`config.mk`:
```
export PLATFORM = sky130hd
export DESIGN_NAME = isp_raw_tx
export DESIGN_NICKNAME = d
export VERILOG_FILES = /design/src/rtl/isp_raw_tx.sv
export SDC_FILE = /design/constraint.sdc
export NUM_CORES = 1
export LEC_CHECK = 0
export ABC_AREA = 1
export CORE_MARGIN = 10
export CORE_UTILIZATION = 45
export DETAILED_ROUTE_END_ITERATION = 7
export PLACE_DENSITY = 0.68
export SYNTH_ARGS = -nofsm -noshare
export SYNTH_HDL_FRONTEND = slang
export SYNTH_SLANG_ARGS = --single-unit
```
`constraint.sdc`:
```
create_clock -name pclk -period 2.3 [get_ports pclk]
set_input_delay 0.46 -clock pclk [delete_from_list [all_inputs] [get_ports pclk]]
set_output_delay 0.46 -clock pclk [all_outputs]
set_load 0.02 [all_outputs]
```
`src/rtl/isp_raw_tx.sv`:
```
// isp_raw_tx: turns a valid/ready pixel stream into pclk/href/vsync raw video frame timing.
// Latency: 1 cycle from an active slot to out_href/out_raw; all status outputs are registered the same way.
// Backpressure: in_ready is high only in active slots; timing never stalls, and a missing pixel gives a 0 output and sets sticky underflow.
module isp_raw_tx #(
  parameter int BITS    = 8,
  parameter int WIDTH   = 1280,
  parameter int HEIGHT  = 960,
  parameter int H_BLANK = 160,
  parameter int V_SYNC  = 2,
  parameter int V_BACK  = 2,
  parameter int V_FRONT = 2
) (
  input  logic            pclk,
  input  logic            rst,
  input  logic            enable,
  input  logic            in_valid,
  input  logic [BITS-1:0] in_data,
  output logic            in_ready,
  output logic            out_href,
  output logic            out_vsync,
  output logic [BITS-1:0] out_raw,
  output logic            frame_start,
  output logic            frame_done,
  output logic            busy,
  output logic            underflow
);

  localparam int LINE_LEN = WIDTH + H_BLANK;
  localparam int MAX_A    = (LINE_LEN > HEIGHT) ? LINE_LEN : HEIGHT;
  localparam int MAX_B    = (MAX_A > V_SYNC) ? MAX_A : V_SYNC;
  localparam int MAX_C    = (MAX_B > V_BACK) ? MAX_B : V_BACK;
  localparam int MAX_D    = (MAX_C > V_FRONT) ? MAX_C : V_FRONT;
  localparam int CW       = $clog2(MAX_D + 1);

  typedef enum logic [2:0] {
    ST_IDLE,
    ST_VSYNC,
    ST_VBACK,
    ST_ACTIVE,
    ST_VFRONT
  } state_t;

  state_t          state;
  state_t          state_nxt;
  logic [CW-1:0]   h_cnt;
  logic [CW-1:0]   v_cnt;
  logic            line_end;

  logic            href_d;
  logic            vsync_d;
  logic [BITS-1:0] raw_d;
  logic            fs_d;
  logic            fd_d;
  logic            busy_d;
  logic            under_d;

  assign line_end = (h_cnt == CW'(LINE_LEN - 1));

  // State register plus the horizontal/vertical position counters; v_cnt restarts on every state change.
  always_ff @(posedge pclk) begin
    if (rst) begin
      state <= ST_IDLE;
      h_cnt <= '0;
      v_cnt <= '0;
    end else begin
      state <= state_nxt;
      if (state == ST_IDLE) begin
        h_cnt <= '0;
        v_cnt <= '0;
      end else begin
        h_cnt <= line_end ? '0 : h_cnt + CW'(1);
        if (line_end) begin
          v_cnt <= (state_nxt != state) ? '0 : v_cnt + CW'(1);
        end
      end
    end
  end

  // Frame sequencing; enable only matters in IDLE and at the very end of a frame, so frames are never cut short.
  always_comb begin
    state_nxt = state;
    case (state)
      ST_IDLE: begin
        if (enable) state_nxt = ST_VSYNC;
      end
      ST_VSYNC: begin
        if (line_end && v_cnt == CW'(V_SYNC - 1))
          state_nxt = (V_BACK > 0) ? ST_VBACK : ST_ACTIVE;
      end
      ST_VBACK: begin
        if (line_end && v_cnt == CW'(V_BACK - 1))
          state_nxt = ST_ACTIVE;
      end
      ST_ACTIVE: begin
        if (line_end && v_cnt == CW'(HEIGHT - 1)) begin
          if (V_FRONT > 0)  state_nxt = ST_VFRONT;
          else if (enable)  state_nxt = ST_VSYNC;
          else              state_nxt = ST_IDLE;
        end
      end
      ST_VFRONT: begin
        if (line_end && v_cnt == CW'(V_FRONT - 1))
          state_nxt = enable ? ST_VSYNC : ST_IDLE;
      end
      default: state_nxt = ST_IDLE;
    endcase
  end

  // Per-cycle output decode from the current position; everything except in_ready is registered below.
  always_comb begin
    in_ready = (state == ST_ACTIVE) && (h_cnt < CW'(WIDTH));
    href_d   = in_ready;
    raw_d    = (in_ready && in_valid) ? in_data : '0;
    under_d  = underflow | (in_ready & ~in_valid);
    vsync_d  = (state == ST_VSYNC);
    fs_d     = (state == ST_VSYNC) && (h_cnt == '0) && (v_cnt == '0);
    busy_d   = (state != ST_IDLE);
    if (V_FRONT > 0)
      fd_d = line_end && (state == ST_VFRONT) && (v_cnt == CW'(V_FRONT - 1));
    else
      fd_d = line_end && (state == ST_ACTIVE) && (v_cnt == CW'(HEIGHT - 1));
  end

  // Output register stage: one cycle behind the position counters, all fields aligned.
  always_ff @(posedge pclk) begin
    if (rst) begin
      out_href    <= 1'b0;
      out_vsync   <= 1'b0;
      out_raw     <= '0;
      frame_start <= 1'b0;
      frame_done  <= 1'b0;
      busy        <= 1'b0;
      underflow   <= 1'b0;
    end else begin
      out_href    <= href_d;
      out_vsync   <= vsync_d;
      out_raw     <= raw_d;
      frame_start <= fs_d;
      frame_done  <= fd_d;
      busy        <= busy_d;
      underflow   <= under_d;
    end
  end

endmodule
```
==> results of run 1 <==
-- power by group through the flow --
stage / Sequential [mW] / Clock (mW) / Combinational, mW
floorplan: 0.703 / 0 / 0.0485
global route: 0.684 / 0.624 / 0.0963
finish: 0.684 / 0.582 / 0.0870
CTS: 0.684 / 0.596 / 0.0877
global placement: 0.699 / 0 / 0.0870
detailed placement: 0.700 / 0 / 0.0874
-- cell usage after synthesis (2+ instances only) --
| library cell | number | area, um2 |
|---|---|---|
| clkbuf_1 | 2 | 7.51 |
| inv_1 | 42 | 158 |
| ha_1 | 5 | 62.6 |
| nand3b_1 | 2 | 15.0 |
| a21oi_1 | 11 | 55.1 |
| nand2_1 | 35 | 131 |
| or2_2 | 2 | 12.5 |
| nand2_2 | 6 | 37.5 |
| nor4_1 | 2 | 12.5 |
| o211ai_1 | 2 | 15.0 |
| nand3_1 | 21 | 105 |
| a21oi_2 | 10 | 87.6 |
| nor2_2 | 2 | 12.5 |
| nor3_1 | 5 | 25.0 |
| nor2_4 | 3 | 33.8 |
| nor3b_1 | 3 | 22.5 |
| o21ai_0 | 10 | 50.1 |
| dfxtp_1 | 39 | 781 |
| nor2_1 | 36 | 135 |
| nand4_1 | 5 | 31.3 |
-- worst paths after layout --
check / slack (ps) / from / to
max: 270 / h_cnt[0]$_SDFF_PP0_ / v_cnt[0]$_SDFFE_PP0P_
max reg2reg: 270 / h_cnt[0]$_SDFF_PP0_ / v_cnt[0]$_SDFFE_PP0P_
min reg2reg: 480 / h_cnt[0]$_SDFF_PP0_ / h_cnt[0]$_SDFF_PP0_
min: 480 / h_cnt[0]$_SDFF_PP0_ / h_cnt[0]$_SDFF_PP0_
-- state kept, by name, summed over array words and instances (netlist names) --
name         cells
v_cnt           11
out_href         1
state            3
out_raw          8
h_cnt           11
underflow        1
frame_done       1
frame_start      1
out_vsync        1
busy             1
-- routing by layer --
metal  wire length [um]  global-route usage
met1               1710               0.118
met2               1960               0.202
met3                189              0.0406
met4                104              0.0584
met5                  0                   0
-- cell type report --
cell class                      count  share of cell area
Inverter                           43              0.0695
Multi-Input combinational cell    167               0.390
Clock buffer                        6              0.0356
Sequential cell                    39               0.336
Clock inverter                      2              0.0151
Tap cell                           50              0.0270
Timing Repair Buffer               30               0.126
-- cells by family (layout without fill, tap and decap cells) --
logic type | Yosys count | after routing | share of synthesized area
simple gates | 124 | 124 | 0.318
buf+inv | 46 | 81 | 0.0965
fa+ha+maj | 5 | 5 | 0.0335
compound gates | 38 | 38 | 0.133
flops | 39 | 39 | 0.418
==> metrics.csv, run 1 <==
stage,metric,value,unit
outcome,outcome,finished clean,
critical_path,cp.required,2510,ps
cells_and_area,share_of_final_layout_standard_cells_stronger_than_drive_strength_1,0.136,
clocking,cts.repair_timing.setup_buffer_count,0,
sta,fin_setup_tns,0,ps
pwr,netSwitchingFraction,0.210,
logic_synthesis,synthesis.instances,252,
critical_path,worstPathMaxFanout,11,
cells_and_area,diodes,0,
clocking,max-clock-path-buffers,2,
pwr,share_clk_of_total_power,0.430,
hold_path,type_of_the_worst_min_delay_path,reg2reg,
die,start_util,0.467,
placed_design,preCtsSetupSlack,245,ps
global_route,grt_pass1_vias,1601,
drt,via_density_per_instance,4.87,
pwr,power.leakage,0.961,nW
clocking,tritoncts_clock_tree,done,
drt,drt.antenna.violating_nets,0,
die,coreArea,4000,um2
die,die_w,84.4,um
logic_synthesis,synthesis.yosys.warnings,0,
logic_synthesis,synth_enable_flop_cells,0,
critical_path,timing.critical_path.depth,13,
global_route,global_route.usage.total,0.115,
sta,finalMaxSlewViolations,0,
clocking,clock_edge_transition_at_the_registers_on_the_reported_setup_and_hold_paths,70,ps
global_route,grt_start_max_net_pins,13,
drt,detail_route.wirelength,3960,um
global_route,grt_first_pass_wirelength,6850,um
logic_synthesis,synth.net_count,269,
drt,post-route-drc-count,0,
logic_synthesis,fraction_of_registers_with_async_set_reset,0,
clocking,clk_sink_count,39,
placed_design,place.gp.congestion,0.821,
critical_path,setup.worst_path.start_class,flip-flop,
sta,post-route-period-util,0.881,
cells_and_area,layout.cells.non_filler,337,
critical_path,worstPathCellList,ha_1 -> nand2_1 -> nor2_4 -> nand2_2 -> nor2_4 -> nand2_2 -> nand2_2 -> nand2_2 -> nor2_4 -> nand3_2 -> nand2_1 -> nand2_2 -> o21ai_1,
cells_and_area,post-route-cell-area,2320,um2
clocking,clockRootBuffer,clkbuf_8,
placed_design,detailed_place_hpwl,3100,um
sta,finalClockSkew,5.53,ps
cells_and_area,multi_input_comb_area,906,um2
cells_and_area,mostFrequentLayoutCell,inv_1,
logic_synthesis,syn_avg_cell_area,7.41,um2
critical_path,critical-path-top-cell-by-count,nand2_2,
sta,worstMarginPinSlew,338,ps
cells_and_area,sequential_cell_area,781,um2
drt,drt-initial-drc-count,64,
critical_path,cpMaxStageDelayCell,dfxtp_1,
pwr,switchingPower,0.285,mW
sta,timing.final.hold_violations,0,
placed_design,io_buffers,26,
global_route,antenna_found_initial,0,
cells_and_area,postLayoutCoreUtil,0.580,
clocking,cts_buffers,5,
logic_synthesis,synth_ff_type,dfxtp_1,
logic_synthesis,synth.lib_cells_used.distinct,29,
pwr,internal_power,1.07,mW
clocking,clk-insertion-delay-late,290,ps
placed_design,place_inst,329,
clocking,htree_levels,2,
placed_design,postPlaceCellArea,2200,um2
pwr,vdd_drop_max,247,uV
die,ios,27,
critical_path,criticalPathCategory,reg2reg,
critical_path,timing.critical_path.buf_inv,0,
sta,slew-limit-headroom,0.774,
pwr,comb_power_share,0.064,
clocking,postCtsResizedCells,0,
cells_and_area,finalNetCount,303,
sta,unrepaired_setup_endpoints_after_global_routing,no,
job,cap_violations,0,
logic_synthesis,ys_ff_latch,39,
sta,worst_hold_slack,481,ps
sta,final.setup.worst_slack,274,ps
cells_and_area,flow.area_growth_from_synthesis,24.3,%
cells_and_area,nFillCells,373,
die,placementRows,23,
critical_path,arrival,2240,ps
sta,timing.fmax,0.494,GHz
die,die_h,84.4,um
sta,report.final.setup_viol,0,
critical_path,worst_path_largest_cell_delay,380,ps
critical_path,worst-r2r-cell-count,13,
drt,count_of_vias_placed_by_the_detailed_router,1641,
critical_path,critPathTopFamily,simple AND/OR/NAND/NOR gates,
pwr,total_power,1.35,mW
pwr,cellPowerDensity,583,nW/um2
logic_synthesis,ys_seq_area_frac,0.418,
logic_synthesis,synth_area,1870,um2
clocking,number_of_buffers_inserted_by_hold_repair_at_cts,0,
cells_and_area,layout.cells.most_common_list,"inv_1, dfxtp_1, nor2_1, nand2_1, clkdlybuf4s50_1",
global_route,grt.overflow.total,0,
drt,drt-pass1-iter-count,4,
critical_path,worstSetupEndpointType,flip-flop,
hold_path,holdPathStages,1,
sta,period_needed,2030,ps
drt,wl_per_cell,11.8,um
die,die_area,7130,um2
pwr,power.share.sequential,0.505,
Power figures use the tool's default switching activity.
==> run 2: changes to the inputs <==
--- a/config.mk
+++ b/config.mk
@@ -9,7 +9,7 @@
 export CORE_MARGIN = 10
 export CORE_UTILIZATION = 45
 export DETAILED_ROUTE_END_ITERATION = 7
-export PLACE_DENSITY = 0.68
+export PLACE_DENSITY = 0.71
 export SYNTH_ARGS = -nofsm -noshare
 export SYNTH_HDL_FRONTEND = slang
 export SYNTH_SLANG_ARGS = --single-unit
==> constraint.sdc (replaced) <==
create_clock -name pclk -period 1.6 [get_ports pclk]
set_input_delay 0.32 -clock pclk [delete_from_list [all_inputs] [get_ports pclk]]
set_output_delay 0.32 -clock pclk [all_outputs]
set_load 0.02 [all_outputs]
==> run 2 against run 1 <==
Effect of this change:
- the flow now finishes with violations (setup timing)
- global-route usage grew 2.1 points
- clock-buffer cell count is 1 lower
- die area unchanged
- cell count grew 18%
- flip-flop and latch count is the same
- worst setup slack got worse by 460 ps
- hold slack improved by 6.1 ps
- non-clock buffer count grew 60
- register-to-register slack lost 460 ps
- clock skew up 3.0 ps
- final area grew 26%
==> metrics.csv, run 2 (synthesis gave the netlist of run 1 again) <==
stage,metric,value,unit,change
critical_path,worstSetupEndpointType,flip-flop,,
cells_and_area,postLayoutCoreUtil,0.729,,+0.149
die,die_area,7130,um2,unchanged
clocking,htree_levels,2,,unchanged
global_route,grt_start_max_net_pins,14,,+1
global_route,grt_pass1_vias,1884,,+18%
critical_path,worstPathMaxFanout,6,,-5
die,start_util,0.467,,unchanged
placed_design,preCtsSetupSlack,-244,ps,-488 ps
critical_path,r2r-start,v_cnt[0]$_SDFFE_PP0P_,,
drt,drt.antenna.violating_nets,0,,unchanged
job,cap_violations,0,,unchanged
cells_and_area,layout.cells.most_common_list,"buf_4, inv_1, nor2_1, dfxtp_1, nand2_1",,
critical_path,criticalPathCategory,reg2reg,,
cells_and_area,finalNetCount,363,,+20%
critical_path,arrival,1970,ps,-270 ps
clocking,clock_edge_transition_at_the_registers_on_the_reported_setup_and_hold_paths,80,ps,about the same
pwr,vdd_drop_max,534,uV,+120%
hold_path,holdPathStages,1,,unchanged
sta,timing.fmax,0.561,GHz,+14%
sta,report.final.setup_viol,15,,+15
sta,timing.final.hold_violations,0,,unchanged
critical_path,timing.critical_path.depth,11,,-2
critical_path,cpMaxStageDelayCell,a21oi_1,,
placed_design,place.gp.congestion,0.891,,+8.6%
sta,slew-limit-headroom,0.713,,-0.0613
outcome,failed_checks,setup timing,,
cells_and_area,layout.cells.non_filler,397,,+18%
clocking,clk_sink_count,39,,unchanged
clocking,clockRootBuffer,clkbuf_8,,
placed_design,detailed_place_hpwl,3570,um,+15%
global_route,grt.overflow.total,0,,unchanged
hold_path,worst_hold_path_ep,underflow$_SDFF_PP0_,,
critical_path,timing.critical_path.buf_inv,2,,+2
pwr,cellPowerDensity,743,nW/um2,+27%
cells_and_area,mostFrequentLayoutCell,buf_4,,
global_route,global_route.usage.total,0.136,,+0.0211
drt,drt-initial-drc-count,77,,+20%
sta,worst_hold_slack,487,ps,+6.09 ps
clocking,max-clock-path-buffers,2,,unchanged
critical_path,worst_r2r_endpoint,v_cnt[6]$_SDFFE_PP0P_,,
die,die_w,84.4,um,unchanged
sta,final.setup.worst_slack,-182,ps,-456 ps
sta,worstMarginPinSlew,431,ps,+93.1 ps
drt,count_of_vias_placed_by_the_detailed_router,1943,,+18%
cells_and_area,reg_top3,"h_cnt (11), v_cnt (11), out_raw (8)",,
die,coreArea,4000,um2,unchanged
drt,post-route-drc-count,0,,unchanged
cells_and_area,flow.area_growth_from_synthesis,56.3,%,
critical_path,worst-r2r-cell-count,11,,-2
cells_and_area,share_of_final_layout_standard_cells_stronger_than_drive_strength_1,0.360,,+0.224
sta,unrepaired_setup_endpoints_after_global_routing,yes,,
hold_path,hold_path_startpoint,underflow$_SDFF_PP0_,,
critical_path,cp.required,1790,ps,-720 ps
placed_design,io_buffers,26,,unchanged
drt,wl_per_cell,12.5,um,+6.0%
drt,via_density_per_instance,4.89,,+0.51%
sta,post-route-period-util,1.11,,+0.233
pwr,power.leakage,1.28,nW,+33%
die,die_h,84.4,um,unchanged
cells_and_area,diodes,0,,unchanged
critical_path,worstPathCellList,buf_4 -> ha_1 -> nand2_1 -> nor2_2 -> a21oi_1 -> nor2_4 -> nand3_2 -> nand2_2 -> nand2_4 -> buf_6 -> a21oi_2,,
placed_design,place_inst,379,,+15%
cells_and_area,nFillCells,287,,-23%
clocking,clk-insertion-delay-late,300,ps,about the same
critical_path,setup.worst_path.start_class,flip-flop,,
die,placementRows,23,,unchanged
critical_path,worst_case_register_to_register_setup_slack,-180,ps,-460 ps
drt,detail_route.wirelength,4950,um,+25%
die,ios,27,,unchanged
global_route,antenna_found_initial,0,,unchanged
sta,finalClockSkew,8.57,ps,+3.04 ps
critical_path,critPathTopFamily,simple AND/OR/NAND/NOR gates,,
outcome,outcome,finished with violations,,
global_route,grt_first_pass_wirelength,8210,um,+20%
sta,fin_setup_tns,-2030,ps,-2030 ps
clocking,tritoncts_clock_tree,done,,
drt,drt-pass1-iter-count,4,,unchanged
clocking,cts_buffers,5,,unchanged
critical_path,worst_path_largest_cell_delay,350,ps,-30 ps
sta,period_needed,1780,ps,-244 ps
hold_path,type_of_the_worst_min_delay_path,reg2reg,,
sta,finalMaxSlewViolations,0,,unchanged
[run 2: cell count changes in the layout (fill, tap and decap cells not counted), moves of 3 or more]
cell     change
buf_4       +56
buf_6        +5
dfxtp_1      -7
dfxtp_2      +7
nand2_1      -4
nand2_4      +3
nor2_1       -4
nor2_2       +4
[run 2: worst max path at each step]
| stage | startpoint | end | slack, ps |
|---|---|---|---|
| floorplan | h_cnt[0]$_SDFF_PP0_ | v_cnt[10]$_SDFFE_PP0P_ | -50 |
| global placement | state[0]$_SDFF_PP0_ | in_ready | -210 |
| detailed placement | h_cnt[1]$_SDFF_PP0_ | v_cnt[6]$_SDFFE_PP0P_ | -240 |
| CTS | h_cnt[1]$_SDFF_PP0_ | v_cnt[6]$_SDFFE_PP0P_ | -150 |
| global route | h_cnt[1]$_SDFF_PP0_ | v_cnt[10]$_SDFFE_PP0P_ | -260 |
| finish | v_cnt[0]$_SDFFE_PP0P_ | v_cnt[6]$_SDFFE_PP0P_ | -180 |
[run 2: report_power, final]
group	internal (mW)	switching, mW
combinational	0.0985	0.0945
sequential	0.978	0.00368
clock	0.622	0.370
[run 2: cell type report]
class                           instances  area [um2]  area share
Multi-Input combinational cell        167        1010       0.346
Sequential cell                        39         790       0.271
Timing Repair Buffer                   90         759       0.260
Inverter                               43         161      0.0553
Clock buffer                            5        68.8      0.0236
Clock inverter                          3        67.6      0.0232
Tap cell                               50        62.6      0.0214
[run 2: per-layer routing]
layer | track usage | vias up | routed length (um)
met5 | 0 | - | 0
met4 | 0.0539 | 0 | 78
met3 | 0.0444 | 8 | 322
met2 | 0.225 | 42 | 2300
met1 | 0.159 | 896 | 2250
li1 | - | 997 | -
[run 2: metrics by stage]
stage	total power, mW	instance area [um2]
floorplan	1.08	1890
global placement	1.16	2600
detailed placement	1.17	2600
CTS	2.17	2840
global route	2.24	2920
finish	2.17	2920
[run 2: timing repair]
item	4_1_cts	5_1_grt
setup endpoints to repair	19	28
hold buffers	0	0
cloned	0	0
setup buffers	8	2
pin swaps	4	3
gates resized for setup	18	23
